==> config.mk <==
export PLATFORM = sky130hd
export DESIGN_NAME = mmio_arbiter_flat
export DESIGN_NICKNAME = d
export VERILOG_FILES = /design/src/rtl/mmio_arbiter_if.sv /design/src/rtl/mmio_arbiter.sv /design/src/flat_wrapper.sv
export SDC_FILE = /design/constraint.sdc
export NUM_CORES = 1
export LEC_CHECK = 0
export CORE_UTILIZATION = 43
export CTS_CLUSTER_SIZE = 24
export DETAILED_ROUTE_END_ITERATION = 7
export PLACE_DENSITY = 0.95
export SYNTH_ARGS = -nofsm -noshare
export SYNTH_HDL_FRONTEND = slang
export SYNTH_SLANG_ARGS = --single-unit
==> constraint.sdc <==
create_clock -name clk -period 3.9 [get_ports clk]
set_input_delay 0.78 -clock clk [delete_from_list [all_inputs] [get_ports clk]]
set_output_delay 0.78 -clock clk [all_outputs]
set_load 0.02 [all_outputs]
==> src/rtl/mmio_arbiter_if.sv <==
// Requester handshake and MMIO target bus bundle for mmio_arbiter.
// The arbiter drives through the master modport; requesters and the register target use slave.
interface mmio_arbiter_if #(
  parameter int NUM_REQ = 2
);
  logic [NUM_REQ-1:0]    req_valid;
  logic [NUM_REQ-1:0]    req_ready;
  logic [NUM_REQ-1:0]    req_write;
  logic [NUM_REQ*32-1:0] req_addr;
  logic [NUM_REQ*32-1:0] req_wdata;
  logic [NUM_REQ-1:0]    rsp_valid;
  logic [31:0]           rsp_rdata;
  logic                  rsp_err;
  logic [31:0]           m_addr;
  logic [31:0]           m_wdata;
  logic                  m_wr;
  logic                  m_rd;
  logic                  m_rd_valid;
  logic [31:0]           m_rdata;

  modport master (
    input  req_valid, req_write, req_addr, req_wdata, m_rd_valid, m_rdata,
    output req_ready, rsp_valid, rsp_rdata, rsp_err, m_addr, m_wdata, m_wr, m_rd
  );

  modport slave (
    output req_valid, req_write, req_addr, req_wdata, m_rd_valid, m_rdata,
    input  req_ready, rsp_valid, rsp_rdata, rsp_err, m_addr, m_wdata, m_wr, m_rd
  );
endinterface

==> src/rtl/mmio_arbiter.sv <==
// Round-robin arbiter sharing one MMIO register target between NUM_REQ requesters.
// One transaction in flight: accept, strobe the target, await read data (with timeout), complete.
module mmio_arbiter #(
  parameter int          NUM_REQ   = 2,
  parameter logic [15:0] ADDR_BASE = 16'hBEEF,
  parameter int          TIMEOUT   = 8
) (
  input  logic           clk,
  input  logic           rst,
  mmio_arbiter_if.master bus
);
  localparam int IDX_W = $clog2(NUM_REQ);

  typedef enum logic [1:0] {ST_IDLE, ST_ISSUE, ST_WAIT, ST_DONE} state_t;

  state_t             state;
  logic [IDX_W-1:0]   last_grant;
  logic [IDX_W-1:0]   cur_idx;
  logic [IDX_W-1:0]   grant_idx;
  logic [IDX_W-1:0]   cand;
  logic [NUM_REQ-1:0] grant_oh;
  logic [NUM_REQ-1:0] rsp_valid_q;
  logic               found;
  logic               accept;
  logic               cur_write;
  logic               sel_write;
  logic               sel_in_range;
  logic [31:0]        sel_addr;
  logic [31:0]        sel_wdata;
  logic [31:0]        m_addr_q;
  logic [31:0]        m_wdata_q;
  logic [31:0]        rsp_rdata_q;
  logic               m_wr_q;
  logic               m_rd_q;
  logic               rsp_err_q;
  logic [7:0]         wait_cnt;

  // Rotating priority search: first asserted request after the last granted index
  always_comb begin
    grant_oh  = '0;
    grant_idx = last_grant;
    found     = 1'b0;
    cand      = last_grant;
    for (int k = 0; k < NUM_REQ; k++) begin
      cand = (cand == IDX_W'(NUM_REQ - 1)) ? '0 : cand + IDX_W'(1);
      if (!found && bus.req_valid[cand]) begin
        grant_oh[cand] = 1'b1;
        grant_idx      = cand;
        found          = 1'b1;
      end
    end
  end

  // Grant is suppressed while reset is asserted so nothing handshakes into an aborted state
  assign accept       = rst && (state == ST_IDLE) && found;
  assign sel_addr     = bus.req_addr[32*grant_idx +: 32];
  assign sel_wdata    = bus.req_wdata[32*grant_idx +: 32];
  assign sel_write    = bus.req_write[grant_idx];
  assign sel_in_range = (sel_addr[31:16] == ADDR_BASE);

  assign bus.req_ready = accept ? grant_oh : '0;
  assign bus.rsp_valid = rsp_valid_q;
  assign bus.rsp_rdata = rsp_rdata_q;
  assign bus.rsp_err   = rsp_err_q;
  assign bus.m_addr    = m_addr_q;
  assign bus.m_wdata   = m_wdata_q;
  assign bus.m_wr      = m_wr_q;
  assign bus.m_rd      = m_rd_q;

  always_ff @(posedge clk or negedge rst) begin
    if (!rst) begin
      state       <= ST_IDLE;
      last_grant  <= IDX_W'(NUM_REQ - 1);
      cur_idx     <= '0;
      cur_write   <= 1'b0;
      wait_cnt    <= '0;
      rsp_valid_q <= '0;
      rsp_rdata_q <= '0;
      rsp_err_q   <= 1'b0;
      m_addr_q    <= '0;
      m_wdata_q   <= '0;
      m_wr_q      <= 1'b0;
      m_rd_q      <= 1'b0;
    end else begin
      case (state)
        ST_IDLE: begin
          if (accept) begin
            cur_idx    <= grant_idx;
            cur_write  <= sel_write;
            last_grant <= grant_idx;
            if (sel_in_range) begin
              m_addr_q  <= sel_addr;
              m_wdata_q <= sel_wdata;
              m_wr_q    <= sel_write;
              m_rd_q    <= !sel_write;
              state     <= ST_ISSUE;
            end else begin
              rsp_valid_q[grant_idx] <= 1'b1;
              rsp_err_q              <= 1'b1;
              rsp_rdata_q            <= '0;
              state                  <= ST_DONE;
            end
          end
        end
        // Strobe lasts exactly one cycle; writes complete without waiting on the target
        ST_ISSUE: begin
          m_wr_q   <= 1'b0;
          m_rd_q   <= 1'b0;
          wait_cnt <= '0;
          if (cur_write) begin
            rsp_valid_q[cur_idx] <= 1'b1;
            rsp_err_q            <= 1'b0;
            rsp_rdata_q          <= '0;
            state                <= ST_DONE;
          end else begin
            state <= ST_WAIT;
          end
        end
        ST_WAIT: begin
          if (bus.m_rd_valid) begin
            rsp_valid_q[cur_idx] <= 1'b1;
            rsp_err_q            <= 1'b0;
            rsp_rdata_q          <= bus.m_rdata;
            state                <= ST_DONE;
          end else if (wait_cnt == 8'(TIMEOUT - 1)) begin
            rsp_valid_q[cur_idx] <= 1'b1;
            rsp_err_q            <= 1'b1;
            rsp_rdata_q          <= '0;
            state                <= ST_DONE;
          end else begin
            wait_cnt <= wait_cnt + 8'd1;
          end
        end
        ST_DONE: begin
          rsp_valid_q <= '0;
          state       <= ST_IDLE;
        end
        default: state <= ST_IDLE;
      endcase
    end
  end
endmodule

==> src/flat_wrapper.sv <==
// flat-port wrapper written by rule: the top's interface ports become plain ports
module mmio_arbiter_flat 
#(
  parameter int          NUM_REQ   = 2,
  parameter logic [15:0] ADDR_BASE = 16'hBEEF,
  parameter int          TIMEOUT   = 8
)
  (clk, rst, bus_req_valid, bus_req_write, bus_req_addr, bus_req_wdata, bus_m_rd_valid, bus_m_rdata, bus_req_ready, bus_rsp_valid, bus_rsp_rdata, bus_rsp_err, bus_m_addr, bus_m_wdata, bus_m_wr, bus_m_rd);
  mmio_arbiter_if #(.NUM_REQ(NUM_REQ)) bus_i ();
  input  logic clk;
  input  logic rst;
  input wire logic [$bits(bus_i.req_valid)-1:0] bus_req_valid;
  input wire logic [$bits(bus_i.req_write)-1:0] bus_req_write;
  input wire logic [$bits(bus_i.req_addr)-1:0] bus_req_addr;
  input wire logic [$bits(bus_i.req_wdata)-1:0] bus_req_wdata;
  input wire logic [$bits(bus_i.m_rd_valid)-1:0] bus_m_rd_valid;
  input wire logic [$bits(bus_i.m_rdata)-1:0] bus_m_rdata;
  output wire logic [$bits(bus_i.req_ready)-1:0] bus_req_ready;
  output wire logic [$bits(bus_i.rsp_valid)-1:0] bus_rsp_valid;
  output wire logic [$bits(bus_i.rsp_rdata)-1:0] bus_rsp_rdata;
  output wire logic [$bits(bus_i.rsp_err)-1:0] bus_rsp_err;
  output wire logic [$bits(bus_i.m_addr)-1:0] bus_m_addr;
  output wire logic [$bits(bus_i.m_wdata)-1:0] bus_m_wdata;
  output wire logic [$bits(bus_i.m_wr)-1:0] bus_m_wr;
  output wire logic [$bits(bus_i.m_rd)-1:0] bus_m_rd;
  assign bus_i.req_valid = bus_req_valid;
  assign bus_i.req_write = bus_req_write;
  assign bus_i.req_addr = bus_req_addr;
  assign bus_i.req_wdata = bus_req_wdata;
  assign bus_i.m_rd_valid = bus_m_rd_valid;
  assign bus_i.m_rdata = bus_m_rdata;
  assign bus_req_ready = bus_i.req_ready;
  assign bus_rsp_valid = bus_i.rsp_valid;
  assign bus_rsp_rdata = bus_i.rsp_rdata;
  assign bus_rsp_err = bus_i.rsp_err;
  assign bus_m_addr = bus_i.m_addr;
  assign bus_m_wdata = bus_i.m_wdata;
  assign bus_m_wr = bus_i.m_wr;
  assign bus_m_rd = bus_i.m_rd;
  mmio_arbiter #(.NUM_REQ(NUM_REQ), .ADDR_BASE(ADDR_BASE), .TIMEOUT(TIMEOUT)) u_core (.clk(clk), .rst(rst), .bus(bus_i));
endmodule
# Yosys cells after proc, flatten, opt, wreduce, memory -nomap -nowiden
# Cells that the tools add are included.
[op_classes] n_reduce_logical=20 n_addsub=3 mux=56 bitwise_logic=3 n_lt_le_gt_ge=8 eq_ne=12 n_shift=2
[op_table] op="$mux W32" n=5
[op_table] op="$shiftx A64 B7 Y32" n=2
[op_table] op="$pmux W32 S3" n=1
[op_table] op="$mux W1" n=26
[op_table] op="$mux W2" n=12
[op_table] op="$eq A16 B16 Y1 const B" n=1
[op_table] op="$mux W8" n=2
[op_table] op="$pmux W2 S4" n=2
[op_table] op="$pmux W8 S2" n=1
[op_table] op="$reduce_and A3 Y1" n=3
[op_table] op="$add A8 B1 Y8 const B" n=1
[op_table] op="$eq A8 B3 Y1 const B" n=1
[op_table] op="$lt A1 B2 Y1 const B" n=4
[op_table] op="$logic_and A1 B1 Y1" n=7
[op_table] op="$ne A2 B1 Y1 const B" n=3
[op_table] op="$ne A2 B2 Y1 const B" n=3
[op_table] op="$or A2 B2 Y2" n=3
[op_table] op="$reduce_and A5 Y1" n=1
[op_table] op="$demux W1 S1" n=4
[op_table] op="$eq A2 B2 Y1 const B" n=2
[op_table] op="$ge A1 B1 Y1 const B" n=4
[op_table] op="$pmux W1 S2" n=2
[op_table] op="$reduce_and A2 Y1" n=2
[op_table] op="$reduce_and A4 Y1" n=1
[op_table] op="8 further kinds" n=11
[totals] in_bits=167 ff_bits=114 elab_cells=116 output_inout_bits=103

# Depth between registers and ports, before layout
# Gate-level depths: netlist of the first run.
[logic_depth] depth_word=16 depth_mapped=8 depth_no_buf=7

# Worst setup path before layout of the first run
# Ideal clock, no wire load.
[synth_path] path_kind="input to register" startpoint="input port rst" endpoint="register u_core.m_rd_q, in the netlist u_core.bus.m_rd" path_buffers=1 t_arrival_ns=2.180 setup_slack_ns=1.651 setup_time_ns=0.069 required_time_ns=3.831 path_stages=6 path_cell_list="nand3_1 -> a21oi_1 -> a22oi_1 -> buf_2 -> or3b_1 -> nand3_1"
[synth_between] elab_chain_len=4
[synth_rtl] item="start: declaration" line="flat_wrapper.sv:11" source="input logic rst;"
[synth_rtl] item="$logic_and A1 B1 Y1 (2 in series)" line="mmio_arbiter.sv:55" source="assign accept = rst && (state == ST_IDLE) && found;"
[synth_rtl] item="$ne A2 B1 Y1 (no line)"
[synth_rtl] item="$reduce_and A3 Y1 (no line)"
[synth_rtl] item="end signal: assignment" line="mmio_arbiter.sv:95" source="m_rd_q <= !sel_write;"
[synth_rtl] item="end: declaration" line="mmio_arbiter.sv:34" source="logic m_rd_q;"
# Every way passes these cells.
# A chain may end at the register's enable or synchronous reset.

# Worst setup path after layout of the first run
[layout_path] startpoint="register u_core.state[0]" endpoint="output port bus_req_ready[0]"
[layout_between] elab_chain_len=4
[layout_rtl] item="start: declaration" line="mmio_arbiter.sv:16" source="state_t state;"
[layout_rtl] item="start signal: assignment" line="mmio_arbiter.sv:72" source="state <= ST_IDLE;"
[layout_rtl] item="start signal: assignment" line="mmio_arbiter.sv:96" source="state <= ST_ISSUE;"
[layout_rtl] item="start signal: assignment" line="mmio_arbiter.sv:101" source="state <= ST_DONE;"
[layout_rtl] item="$logic_not A2 Y1" line="mmio_arbiter.sv:55"
[layout_rtl] item="$logic_and A1 B1 Y1 (2 in series)" line="mmio_arbiter.sv:55"
[layout_rtl] item="$mux W2" line="mmio_arbiter.sv:61" source="assign bus.req_ready = accept ? grant_oh : '0;"
[layout_rtl] item="end: declaration" line="flat_wrapper.sv:18" source="output wire logic [$bits(bus_i.req_ready)-1:0] bus_req_ready;"
# Every way passes these cells.

==> flow_metrics.py, run 1 <==
metrics = {
    "worst_setup_path": {
        "critical_path_required_ns": 3.12,
        "critPathMaxFanout": 16,
        "cp_cell_sequence": "inv_1, ha_1, nand3_1, a21oi_1, clkdlybuf4s50_1",
        "critPathLaunch": "u_core.state[0]",
        "cp-end-kind": "output port",
        "critPathSlowestCell": "clkdlybuf4s50_1",
        "ff2ff_setup_slack_ns": 1.19,
        "worst_r2r_path_depth": 8,
        "critical_path_class": "reg -> out",
        "worst_r2r_endpoint": "u_core.bus.m_wdata[25]",
        "r2r-start": "u_core.state[0]",
        "arrival_ns": 2.72,
        "cpPeakStageDelay_ns": 0.66,
        "start_kind": "register",
    },
    "floorplan": {
        "die-area_mm2": 0.0125,
        "rows": 39,
        "fp.dieW_um": 112,
        "pin_count": 270,
        "die_h_um": 112,
        "start_util": 0.447,
        "coreArea_mm2": 0.0116,
    },
    "layout": {
        "fillers": 709,
        "finalNetCount": 882,
        "multiInputGateArea_mm2": 0.00215,
        "layoutNonFillerInstCount": 865,
        "seqCellArea_mm2": 0.00285,
        "antenna_cells": 0,
        "finish.utilization": 0.739,
        "area_growth_pct": 65.3,
        "drive_gt1_frac": 0.0637,
    },
    "placement": {
        "place_ws_ns": 0.683,
        "io_buffers": 269,
        "dp_hpwl_um": 10900,
        "placed_cells": 833,
        "routabilityCongestion": 0.788,
    },
    "cts": {
        "clk_latency_ns": 0.41,
        "cts_setup_buffers": 0,
        "clock_sinks": 114,
        "cts_max_path_buffers": 2,
        "h-tree-depth": 4,
        "cts_tree": "built",
        "clk_pin_slew_ns": 0.05,
        "root_buffer": "clkbuf_16",
        "cts_hold_buf": 0,
        "cts_buffers": 17,
        "ctsResizeCount": 0,
    },
    "min_path": {
        "whs_endpoint": "u_core.bus.m_addr[25]",
        "min_path_cells": 1,
        "min_path_type": "reg -> reg",
        "hold_path.startpoint": "u_core.bus.m_addr[25]",
    },
    "pwr": {
        "peakVddDrop_uv": 394,
        "power_density_mw_per_mm2": 584,
        "p_leak_uw": 0.00423,
    },
    "timing": {
        "relSlewSlack": 0.372,
        "fin_crit_sh": 0.899,
        "fin_crit_ns": 3.50,
        "max_freq_mhz": 285,
        "fin_skew_ns": 0.00662,
        "timing.final.ws_setup_ns": 0.396,
        "worst_slew_pin_slew_ns": 0.942,
        "holdWs_ns": 0.462,
        "hold_violations": 0,
        "fin_tns_setup_ns": 0,
        "rsz0062_at_grt": "no",
        "finalSetupViolCount": 0,
        "drv_slew": 0,
    },
    "yosys": {
        "yosysWarnings": 0,
        "synth_cells": 441,
        "synth.distinct_cells": 41,
        "syn_area_per_cell_um2": 11.7,
        "ys_seq_area_frac": 0.552,
        "synth_nets": 614,
        "synth_area_mm2": 0.00517,
        "ys_ff_latch": 114,
    },
    "drt": {
        "routed_wl_um": 15500,
        "dr.pass1.iters": 8,
        "wire_per_inst_um": 18.0,
        "drt_iter0_markers": 206,
        "route.detailed.drc": 12,
        "vias_per_cell": 5.39,
        "antenna_left": 0,
        "vias": 4660,
    },
    "global_route": {
        "grtUsageMet3": 0.0882,
        "grt_antenna_before_repair": 0,
        "grt_pass1_wl_um": 25200,
        "grt_use_met2": 0.471,
        "grt_pass1_vias": 5119,
        "grt_overflow_total": 0,
        "track_usage": 0.262,
        "grt_max_degree": 61,
        "grt.busiest_layer": "met2",
        "grtUsageMet1": 0.271,
    },
    "run": {
        "max_cap_viol_count": 0,
    },
    "outcome": {
        "failed_checks": "DRC",
        "outcome": "complete, but fails checks",
    },
}
## critical path, delay by kind of cell, from the launching register on
kind	cells	cell delay [ns]
flip-flops	1	0.44
AO/OA/AOI/OAI	1	0.26
AND/OR/NAND/NOR	1	0.23
buffers and inverters	2	0.81
adder cells (fa/ha/maj)	1	0.57
## cell usage after synthesis, drive strengths merged
cell / number / area (um^2)
a21oi: 7 / 35.0
xnor2: 4 / 35.0
nand2b: 17 / 106
nand4bb: 3 / 33.8
and2: 4 / 25.0
a211oi: 5 / 50.1
or3: 1 / 6.26
o211ai: 3 / 22.5
ha: 6 / 75.1
inv: 5 / 18.8
dfrtp: 113 / 2830
mux2i: 49 / 490
a22o: 33 / 289
nand4: 6 / 37.5
or3b: 2 / 17.5
a2bb2oi: 2 / 17.5
buf: 17 / 134
mux2: 1 / 15.0
dfstp: 1 / 26.3
a31oi: 3 / 18.8
o22a: 2 / 17.5
nand3b: 3 / 22.5
nor4: 2 / 25.0
nand4b: 2 / 17.5
nor3: 1 / 5.00
a31o: 2 / 17.5
xor2: 2 / 17.5
nor2: 59 / 221
clkbuf: 9 / 33.8
a21o: 49 / 368
nand2: 8 / 30.0
o21a: 1 / 7.51
nand3: 7 / 35.0
o221a: 1 / 11.3
o21ai: 8 / 40.0
a22oi: 1 / 7.51
nor2b: 2 / 12.5
## cell families after synthesis
kind of cell / share of synthesized area
adder cells (fa/ha/maj): 0.0145
multiplexers: 0.0977
flip-flops: 0.552
AO/OA/AOI/OAI: 0.174
buffers and inverters: 0.0361
AND/OR/NAND/NOR: 0.115
XOR/XNOR: 0.0102
## metal layers
layer / part of all wire / up-vias / wire [um]
li1: - / 2125 / -
met1: 0.36 / 2294 / 5670
met2: 0.53 / 204 / 8220
met3: 0.076 / 37 / 1180
met4: 0.030 / 0 / 467
met5: 0 / - / 0
## worst max-delay path by stage
| stage | end | slack, ns | depth (start not counted) |
|---|---|---|---|
| after floorplan | u_core.bus.m_rd | 1.65 | 6 |
| after global placement | bus_req_ready[1] | 0.72 | 4 |
| after detailed placement | bus_req_ready[1] | 0.68 | 4 |
| after CTS | bus_req_ready[0] | 0.39 | 5 |
| after global routing | bus_req_ready[1] | 0.28 | 5 |
| final | bus_req_ready[0] | 0.40 | 5 |
## stage by stage
step / total power [uW] / cell area (um^2)
4_1_cts: 5020 / 8550
2_1_floorplan: 2720 / 5170
5_1_grt: 5230 / 8550
6_report: 4990 / 8550
3_3_place_gp: 3340 / 7950
3_5_place_dp: 3430 / 7950
## placed cells by master (no fill, tap or decap), types with 4 or more instances in the layout
cell / n
a211oi_1: 4
a21o_1: 49
a21oi_1: 7
a22o_1: 33
and2_1: 4
buf_4: 6
clkbuf_16: 17
clkdlybuf4s50_1: 268
clkinv_2: 4
dfrtp_1: 113
ha_1: 6
inv_1: 5
mux2i_1: 49
nand2_1: 8
nand2b_1: 16
nand3_1: 7
nand4_1: 6
nor2_1: 59
o21ai_0: 4
xnor2_1: 4
## final cells by class
| class | instances | area share |
|---|---|---|
| clock buffers | 22 | 0.0543 |
| clock inverters | 10 | 0.0155 |
| inverters | 5 | 0.00220 |
| multi-input cells | 296 | 0.252 |
| flip-flops and latches | 114 | 0.334 |
| well taps | 143 | 0.0209 |
| repair buffers | 275 | 0.322 |
## where the power goes
group,internal (uW),leakage [uW],total [uW],switching [uW]
clock,1030,0.000286,1550,523
combinational,904,0.00238,1870,964
sequential,1420,0.00156,1570,156
total,3350,0.00423,4990,1640
## sequential cells by signal, summed over array words and instances (netlist names)
signal and count:
u_core.bus.m_addr 32, u_core.bus.m_rd 1, u_core.bus.m_wdata 32, u_core.bus.m_wr 1, u_core.bus.rsp_err 1, u_core.bus.rsp_rdata 32, u_core.bus.rsp_valid 2, u_core.cur_idx 1
u_core.cur_write 1, u_core.last_grant 1, u_core.state 2, u_core.wait_cnt 8
(Power assumes the default switching activity.)
==> run 2, diff against run 1 <==
--- a/config.mk
+++ b/config.mk
@@ -5,7 +5,9 @@
 export SDC_FILE = /design/constraint.sdc
 export NUM_CORES = 1
 export LEC_CHECK = 0
-export CORE_UTILIZATION = 43
+export CELL_PAD_IN_SITES_DETAIL_PLACEMENT = 2
+export CELL_PAD_IN_SITES_GLOBAL_PLACEMENT = 2
+export CORE_UTILIZATION = 25
 export CTS_CLUSTER_SIZE = 24
 export DETAILED_ROUTE_END_ITERATION = 7
 export PLACE_DENSITY = 0.95
==> run 2 against run 1 <==
- the run now ends clean
- flip-flop and latch count unchanged
- critical path type is now in -> out
- cell area increased by 2.1%
- sequential power about the same
- largest cell class unchanged
- critical endpoint is now bus_req_ready[1]
==> flow_metrics.py, run 2 (synthesis gave the netlist of run 1 again) <==
metrics = {
    "timing": {
        "relSlewSlack": 0.383,
        "timing.final.ws_setup_ns": 0.654,
        "drv_slew": 0,
        "fin_crit_ns": 3.25,
        "fin_tns_setup_ns": 0,
        "max_freq_mhz": 308,
        "rsz0062_at_grt": "no",
        "fin_crit_sh": 0.832,
        "worst_slew_pin_slew_ns": 0.925,
        "holdWs_ns": 0.466,
        "finalSetupViolCount": 0,
        "hold_violations": 0,
        "fin_skew_ns": 0.0107,
    },
    "cts": {
        "cts_max_path_buffers": 2,
        "cts_setup_buffers": 0,
        "root_buffer": "clkbuf_16",
        "clk_pin_slew_ns": 0.05,
        "clock_sinks": 114,
        "h-tree-depth": 4,
        "cts_tree": "built",
        "ctsResizeCount": 0,
        "cts_buffers": 17,
        "clk_latency_ns": 0.41,
        "cts_hold_buf": 0,
    },
    "worst_setup_path": {
        "critPathMaxFanout": 5,
        "cp-end-kind": "output port",
        "critical_path_required_ns": 3.12,
        "cp_cell_sequence": "clkdlybuf4s50_1, nand3_1, a21oi_1, clkdlybuf4s50_1",
        "arrival_ns": 2.47,
        "cpPeakStageDelay_ns": 0.67,
        "worst_r2r_path_depth": 8,
        "crit_top_cell": "clkdlybuf4s50_1",
        "ff2ff_setup_slack_ns": 1.41,
        "r2r-start": "u_core.state[0]",
        "critical_path_class": "in -> out",
        "worst_r2r_endpoint": "u_core.bus.m_wdata[17]",
        "critPathSlowestCell": "clkdlybuf4s50_1",
        "start_kind": "input port",
    },
    "layout": {
        "area_growth_pct": 68.7,
        "finish.utilization": 0.431,
        "drive_gt1_frac": 0.0679,
        "finalNetCount": 884,
        "final_common_cell": "clkdlybuf4s50_1",
        "layout_common_cells": "clkdlybuf4s50_1, dfrtp_1, nor2_1, mux2i_1, a21o_1",
        "antenna_cells": 0,
        "final_area_mm2": 0.00872,
    },
    "min_path": {
        "whs_endpoint": "u_core.bus.m_addr[22]",
        "min_path_cells": 1,
        "min_path_type": "reg -> reg",
        "hold_path.startpoint": "u_core.bus.m_addr[22]",
    },
    "placement": {
        "place_ws_ns": 0.632,
        "dp_hpwl_um": 14300,
        "io_buffers": 269,
        "routabilityCongestion": 0.778,
        "place_area_mm2": 0.00812,
    },
    "floorplan": {
        "coreArea_mm2": 0.0202,
        "die_h_um": 146,
        "rows": 52,
        "die-area_mm2": 0.0213,
        "pin_count": 270,
        "start_util": 0.256,
        "fp.dieW_um": 146,
    },
    "drt": {
        "vias_per_cell": 4.67,
        "vias": 4637,
        "antenna_left": 0,
        "dr.pass1.iters": 4,
        "wire_per_inst_um": 19.4,
        "route.detailed.drc": 0,
        "drt_iter0_markers": 105,
        "routed_wl_um": 19200,
    },
    "pwr": {
        "peakVddDrop_uv": 282,
        "p_leak_uw": 0.00424,
        "power_density_mw_per_mm2": 583,
    },
    "global_route": {
        "grt_antenna_before_repair": 0,
        "grt_overflow_total": 0,
        "grt_max_degree": 71,
        "track_usage": 0.190,
        "grt_pass1_wl_um": 31200,
        "grt_pass1_vias": 5467,
    },
    "run": {
        "max_cap_viol_count": 0,
    },
    "outcome": {
        "outcome": "complete, no violations",
    },
}
## run 2: changes by cell type in the layout (fill, tap and decap cells not counted)
cell        before  now
buf_4            6    8
clkbuf_1         3    0
clkbuf_8         2    3
clkinv_4         0    1
clkinvlp_4       3    2
## run 2: layer usage
layer / global-route usage / part of all wire / wire (um) / vias to the layer above
met2: 0.344 / 0.53 / 10100 / 176
met4: 0.0616 / 0.016 / 308 / 0
met3: 0.0567 / 0.064 / 1240 / 23
li1: - / - / - / 2112
met5: 0 / 0 / 0 / -
met1: 0.211 / 0.39 / 7570 / 2326
## run 2: how the worst max path moves through the flow
stage / start / end / slack, ns / cells past startpoint
after detailed placement: bus_req_valid[1] / bus_req_ready[1] / 0.63 / 4
after global routing: bus_req_valid[1] / bus_req_ready[1] / 0.54 / 4
after CTS: bus_req_valid[1] / bus_req_ready[1] / 0.63 / 4
after global placement: bus_req_valid[1] / bus_req_ready[1] / 0.71 / 4
final: bus_req_valid[1] / bus_req_ready[1] / 0.65 / 4
after floorplan: rst / u_core.bus.m_rd / 1.65 / 6
## run 2: cell type report
| class | instances | area, um^2 |
|---|---|---|
| clock inverter | 10 | 134 |
| tap | 270 | 338 |
| inverter | 5 | 18.8 |
| timing repair buffer | 277 | 2760 |
| multi-input combinational | 296 | 2150 |
| sequential | 114 | 2850 |
| clock buffer | 20 | 467 |
| fill | 2069 | 11500 |
## run 2: critical path: cells and delay by family
family,cells,cell delay [ns]
AO/OA/AOI/OAI,1,0.28
buffers and inverters,2,1.26
AND/OR/NAND/NOR,1,0.14
## run 2: power breakdown
group / switching [uW] / internal, uW
logic: 1010 / 913
clock network: 542 / 1040
registers: 169 / 1420
total: 1720 / 3370
## run 2: stage by stage
stage	instances	power (uW)
floorplan	441	2720
global placement	962	3430
detailed placement	962	3530
CTS	992	5170
global route	992	5350
finish	992	5090
